`config.mk`:
```
export PLATFORM = sky130hd
export DESIGN_NAME = aes_ctr_stream
export DESIGN_NICKNAME = d
export VERILOG_FILES = /design/src/rtl/aes_ctr_stream.sv
export SDC_FILE = /design/constraint.sdc
export NUM_CORES = 1
export LEC_CHECK = 0
export CAP_MARGIN = 10
export CORE_AREA = 2 2 400 402
export CTS_CLUSTER_SIZE = 30
export DETAILED_ROUTE_END_ITERATION = 10
export DIE_AREA = 0 0 402 404
export HOLD_SLACK_MARGIN = 0.05
export PLACE_DENSITY = 0.44
export SLEW_MARGIN = 30
export SYNTH_ARGS = -nofsm -noshare
export SYNTH_HDL_FRONTEND = slang
export SYNTH_SLANG_ARGS = --single-unit
```
`constraint.sdc`:
```
create_clock -name clk -period 1.68 [get_ports clk]
set_input_delay 0.168 -clock clk [delete_from_list [all_inputs] [get_ports clk]]
set_output_delay 0.168 -clock clk [all_outputs]
set_load 0.01 [all_outputs]
```
`src/rtl/aes_ctr_stream.sv`:
```
// AES-128 CTR-mode controller that drives a bare aes_cipher_top core over valid/ready streams.
// Optional cipher watchdog enabled by defining AES_CTR_TIMEOUT_EN.
module aes_ctr_stream #(
  parameter int CTR_W   = 32,
  parameter int TIMEOUT = 64
) (
  input  logic         clk,
  input  logic         rst,
  input  logic         cfg_ld,
  input  logic [127:0] cfg_key,
  input  logic [127:0] cfg_iv,
  input  logic         s_valid,
  output logic         s_ready,
  input  logic [127:0] s_data,
  output logic         m_valid,
  input  logic         m_ready,
  output logic [127:0] m_data,
  output logic         aes_ld,
  output logic [127:0] aes_key,
  output logic [127:0] aes_text_in,
  input  logic [127:0] aes_text_out,
  input  logic         aes_done,
  output logic [127:0] ctr_out,
  output logic         err
);

  if (CTR_W < 1 || CTR_W > 128 || TIMEOUT < 1) begin : g_bad_param
    $error("aes_ctr_stream: CTR_W must be 1..128 and TIMEOUT must be >= 1");
  end

  typedef enum logic [2:0] {IDLE, READY, LOAD, WAIT, OUT} state_t;

  // Only the low CTR_W bits count; the shift by 128 yields an all-ones mask.
  localparam logic [127:0] CTR_MASK = ~({128{1'b1}} << CTR_W);

  state_t       state_q, state_d;
  logic [127:0] key_q, ctr_q, buf_q, m_data_q;
  logic [127:0] pend_key_q, pend_iv_q;
  logic         pend_q;
  logic [127:0] ctr_inc;
  logic         wd_expired;
  logic         load_cfg, apply_pend, take_in, take_out, step_ctr, park_cfg;

  assign ctr_inc = (ctr_q & ~CTR_MASK) | ((ctr_q + 128'd1) & CTR_MASK);

  always_comb begin
    // NOTE: every signal written here gets a default first, so no latch can be inferred.
    state_d    = state_q;
    load_cfg   = 1'b0;
    apply_pend = 1'b0;
    take_in    = 1'b0;
    take_out   = 1'b0;
    step_ctr   = 1'b0;
    park_cfg   = 1'b0;
    unique case (state_q)
      IDLE: begin
        if (cfg_ld) begin
          load_cfg = 1'b1;
          state_d  = READY;
        end
      end
      READY: begin
        if (cfg_ld) begin
          load_cfg = 1'b1;
        end else if (s_valid) begin
          take_in = 1'b1;
          state_d = LOAD;
        end
      end
      LOAD: begin
        park_cfg = cfg_ld;
        state_d  = WAIT;
      end
      WAIT: begin
        // A reconfiguration seen while the cipher was busy voids the block in flight.
        if (aes_done || wd_expired) begin
          state_d = READY;
          if (cfg_ld) begin
            load_cfg = 1'b1;
          end else if (pend_q) begin
            apply_pend = 1'b1;
          end else if (aes_done) begin
            take_out = 1'b1;
            state_d  = OUT;
          end
        end else begin
          park_cfg = cfg_ld;
        end
      end
      OUT: begin
        if (cfg_ld) begin
          load_cfg = 1'b1;
          state_d  = READY;
        end else if (m_ready) begin
          step_ctr = 1'b1;
          state_d  = READY;
        end
      end
      default: state_d = IDLE;
    endcase
  end

  always_ff @(posedge clk or negedge rst) begin
    if (!rst) begin
      state_q    <= IDLE;
      key_q      <= '0;
      ctr_q      <= '0;
      buf_q      <= '0;
      m_data_q   <= '0;
      pend_q     <= 1'b0;
      pend_key_q <= '0;
      pend_iv_q  <= '0;
    end else begin
      // NOTE: non-blocking assignments so every register samples pre-edge values together.
      state_q <= state_d;
      if (load_cfg) begin
        key_q <= cfg_key;
        ctr_q <= cfg_iv;
      end else if (apply_pend) begin
        key_q <= pend_key_q;
        ctr_q <= pend_iv_q;
      end else if (step_ctr) begin
        ctr_q <= ctr_inc;
      end
      if (park_cfg) begin
        pend_q     <= 1'b1;
        pend_key_q <= cfg_key;
        pend_iv_q  <= cfg_iv;
      end else if (load_cfg || apply_pend) begin
        pend_q <= 1'b0;
      end
      if (take_in)  buf_q    <= s_data;
      if (take_out) m_data_q <= aes_text_out ^ buf_q;
    end
  end

`ifdef AES_CTR_TIMEOUT_EN
  localparam int WD_W = $clog2(TIMEOUT + 1);

  logic [WD_W-1:0] wd_cnt_q;
  logic            err_q;

  // Counts WAIT cycles; expiry lands on the TIMEOUT-th WAIT cycle without aes_done.
  assign wd_expired = (state_q == WAIT) && !aes_done && (wd_cnt_q == WD_W'(TIMEOUT - 1));

  always_ff @(posedge clk or negedge rst) begin
    if (!rst) begin
      wd_cnt_q <= '0;
      err_q    <= 1'b0;
    end else begin
      wd_cnt_q <= (state_q == WAIT) ? wd_cnt_q + 1'b1 : '0;
      if (wd_expired) err_q <= 1'b1;
    end
  end

  assign err = err_q;
`else
  assign wd_expired = 1'b0;
  assign err        = 1'b0;
`endif

  assign s_ready     = (state_q == READY);
  assign m_valid     = (state_q == OUT);
  assign aes_ld      = (state_q == LOAD);
  assign aes_key     = key_q;
  assign aes_text_in = ctr_q;
  assign ctr_out     = ctr_q;
  assign m_data      = m_data_q;

endmodule

```
==> run_results.csv <==
group,metric,value,unit
floorplan,start_util,0.206,
layout,final_cells,6361,
drt,drtIter0Drc,1145,
critical_path,start_kind,"register",
run_status,status,"complete, but fails checks",
timing,maxSlewViolCount,0,
timing,fin_crit_sh,1.18,
global_route,antenna_found_initial,55,
power,finalPower,92.6,mW
power,ir_drop,0.878,mV
critical_path,rr_startpoint,"state_q[1]",
floorplan,coreArea,0.158,mm^2
timing,rsz0062_at_grt,"true",
run,drv_cap,0,
synthesis,syn-mean-instance-area,11.9,um^2
synthesis,synth-seq-cells,772,
place,dp.cells,5797,
synthesis,syn_nets,3254,
cts,cts_sinks,772,
floorplan,die_w,402,um
place,pre_cts_ws,-0.538,ns
synthesis,postSynth.asyncResetShare,1.00,
place,portBuffers,1032,
drt,post_drt_wl_per_cell,22.1,um
floorplan,die_y,404,um
floorplan,design.die.area,0.162,mm^2
synthesis,yosys_warnings,0,
cts,clock_latency,0.71,ns
critical_path,cp_slowest_cell,"dfrtp_2",
drt,drc,0,
synthesis,ys.flop_type,"dfrtp_1",
critical_path,path_class,"reg2reg",
run_status,violations,"negative setup slack",
critical_path,crit_fanout,37,
cts,numCtsBuffers,97,
critical_path,crit_start,"state_q[1]",
drt,wl,140,mm
layout,area_delta_synth_final,68.0,%
global_route,grt_pass1_vias,27611,
place,gp_congestion,0.802,
power,p_leak,24.1,nW
timing,whs,0.128,ns
floorplan,num_io_pins,1034,
global_route,grt_pass1_wl,196,mm
layout,nets,4712,
drt,drt.antenna.violating_nets,0,
critical_path,r2r.worst_path.cells,7,
timing,setup_viol,970,
power,power_per_cell_area,1690,mW/mm^2
timing,fin_ws,-0.303,ns
drt,vias,26419,
place,hpwl,100,mm
critical_path,cp-end-kind,"register",
hold_path,hp-class,"in2reg",
layout,drive_above_1_share,0.300,
timing,fmaxAchievable,0.504,GHz
cts,cts_tree,"done",
critical_path,critPathMaxStageDelay,0.43,ns
global_route,grt_start_max_net_pins,82,
synthesis,synth_edf_count,0,
critical_path,crit_required,2.24,ns
cts,h-tree-depth,3,
cts,path_clk_slew,0.06,ns
synthesis,synthDistinctLibCells,58,
drt,avgViaCountPerCell,4.15,
cts,cts-root-buf,"clkbuf_16",
critical_path,r2r_end,"buf_q[43]",
critical_path,cp_cell_sequence,"buf_4, buf_4, nand4bb_1, or2_4, buf_12, buf_12, mux2_4",
global_route,track_usage,0.164,
drt,dr.pass1.iters,5,
timing,fin_skew,0.0361,ns
critical_path,arrival,2.54,ns
timing,fin_crit,1.98,ns
synthesis,ys_seq_area_frac,0.594,
timing,final.setup.tns,-132.20,ns
timing,max-slew-margin-rel,0.519,
timing,hold_viol_final,0,
synthesis,synth_area,0.0325,mm^2
synthesis,synthCells,2735,
global_route,grt_overflow,0,
critical_path,rrSetupSlack,-0.30,ns
timing,tightest_slew,0.719,ns
cts,clockBufferDepth,3,
critical_path,crit_end,"buf_q[43]",
floorplan,row_count,146,
final cells by class:
class	instances	area, um^2
multi-input combinational	1667	12400
tap	2072	2590
fill	15898	103000
inverter	3	11.3
sequential	772	19400
clock inverter	34	475
timing repair buffer	1652	17000
antenna	26	65.1
clock buffer	135	2760
cell usage after synthesis (2+ instances only):
cell type | number | area share
dfrtp_1 | 772 | 0.59
nand2_1 | 600 | 0.069
mux2_2 | 384 | 0.13
a22oi_1 | 233 | 0.054
o21ai_0 | 145 | 0.022
buf_4 | 134 | 0.031
xnor2_1 | 133 | 0.036
buf_2 | 119 | 0.018
clkbuf_1 | 36 | 0.0042
nand4_1 | 17 | 0.0033
xor2_1 | 16 | 0.0043
nor2_1 | 14 | 0.0016
a21oi_1 | 13 | 0.0020
nand3_1 | 12 | 0.0018
a221oi_1 | 10 | 0.0027
o21a_1 | 8 | 0.0018
and2_1 | 7 | 0.0013
and3_1 | 7 | 0.0013
o22ai_1 | 7 | 0.0013
o211ai_1 | 5 | 0.0012
nor4_1 | 4 | 0.00077
o21ai_1 | 4 | 0.00062
a222oi_1 | 3 | 0.00092
buf_6 | 3 | 0.0010
inv_1 | 3 | 0.00035
mux2i_1 | 3 | 0.00092
nor2b_1 | 3 | 0.00058
nor3b_1 | 3 | 0.00069
or2_2 | 3 | 0.00058
a211oi_1 | 2 | 0.00046
a31oi_1 | 2 | 0.00038
and4_1 | 2 | 0.00054
nand2b_1 | 2 | 0.00038
or3_1 | 2 | 0.00038
registers in the layout, summed over array words and instances (netlist names):
register     count
pend_key_q     128
buf_q          128
m_data         128
aes_key        128
pend_q           1
aes_text_in    128
state_q          3
pend_iv_q      128
placed cells by master (no fill, tap or decap), types with 15 or more instances in the layout:
| master | netlist | layout |
|---|---|---|
| buf_12 | 0 | 70 |
| clkdlybuf4s50_1 | 0 | 723 |
| nand2_2 | 0 | 88 |
| clkbuf_16 | 0 | 118 |
| nand2_4 | 0 | 31 |
| clkbuf_8 | 0 | 19 |
| dlygate4sd3_1 | 0 | 219 |
| a22oi_2 | 0 | 52 |
| buf_2 | 119 | 76 |
| xnor2_1 | 133 | 133 |
| clkdlybuf4s15_2 | 0 | 25 |
| mux2_2 | 384 | 358 |
| dfrtp_1 | 772 | 743 |
| buf_6 | 3 | 69 |
| dfrtp_2 | 0 | 29 |
| buf_4 | 134 | 215 |
| buf_16 | 0 | 21 |
| dlygate4sd2_1 | 0 | 179 |
| clkdlybuf4s15_1 | 0 | 17 |
| o21ai_0 | 145 | 137 |
| nand2_1 | 600 | 481 |
| nand4_1 | 17 | 17 |
| clkbuf_1 | 36 | 19 |
| diode_2 | 0 | 26 |
| a22oi_1 | 233 | 181 |
| buf_8 | 0 | 15 |
| mux2_4 | 0 | 26 |
| xor2_1 | 16 | 16 |
power by group:
group	switching, mW	internal (mW)	total (mW)
Clock	8.66	12.8	21.5
Combinational	16.4	21.2	37.6
Sequential	6.09	27.4	33.5
Total	31.2	61.4	92.6
how the worst min path moves through the flow:
stage / slack [ns] / start / depth (start not counted) / to
2_1_floorplan: -0.13 / rst / 0 / aes_key[0]
3_3_place_gp: 0.12 / rst / 1 / buf_q[33]
3_5_place_dp: 0.13 / rst / 1 / buf_q[33]
4_1_cts: 0.05 / cfg_iv[117] / 3 / aes_text_in[117]
5_1_grt: 0.07 / cfg_iv[81] / 2 / pend_iv_q[81]
6_report: 0.13 / cfg_key[64] / 3 / aes_key[64]
stage by stage:
stage / instance area (um^2) / util
3_3_place_gp: 46300 / 0.294
5_1_grt: 54600 / 0.346
2_1_floorplan: 32600 / -
4_1_cts: 53200 / 0.337
6_report: 54700 / 0.346
3_5_place_dp: 46300 / 0.294
timing repair:
item / in CTS / in global routing
hold buffers: 219 / 0
resized for setup: 817 / 236
endpoints found under the setup margin: 1254 / 998
pin swaps: 26 / 79
buffers inserted: 103 / 13
hold endpoints to repair: 997 / 0
cloned: 18 / 25
metal layers:
layer / global-route usage / routed length, um / vias to the layer above
met1: 0.184 / 53700 / 12981
met4: 0.0594 / 4570 / 42
li1: - / - / 12298
met5: 0 / 293 / -
met2: 0.281 / 69900 / 872
met3: 0.0651 / 11900 / 226
kinds of logic (layout without fill, tap and decap cells):
group / count (synthesis) / after routing / share of synthesized area
AO/OA/AOI/OAI: 444 / 444 / 0.0911
XOR/XNOR: 149 / 149 / 0.0401
adder cells (fa/ha/maj): 1 / 1 / 0.000385
buffers and inverters: 296 / 1824 / 0.0549
flip-flops: 772 / 772 / 0.594
multiplexers: 387 / 387 / 0.134
other: 1 / 27 / 0.000115
AND/OR/NAND/NOR: 685 / 685 / 0.0858
critical path, delay by kind of cell (launching register included):
| family | cells | cell delay [ns] |
|---|---|---|
| AND/OR/NAND/NOR | 2 | 0.50 |
| buffers and inverters | 4 | 0.57 |
| flip-flops | 1 | 0.43 |
| multiplexers | 1 | 0.32 |
(Power assumes the default switching activity.)
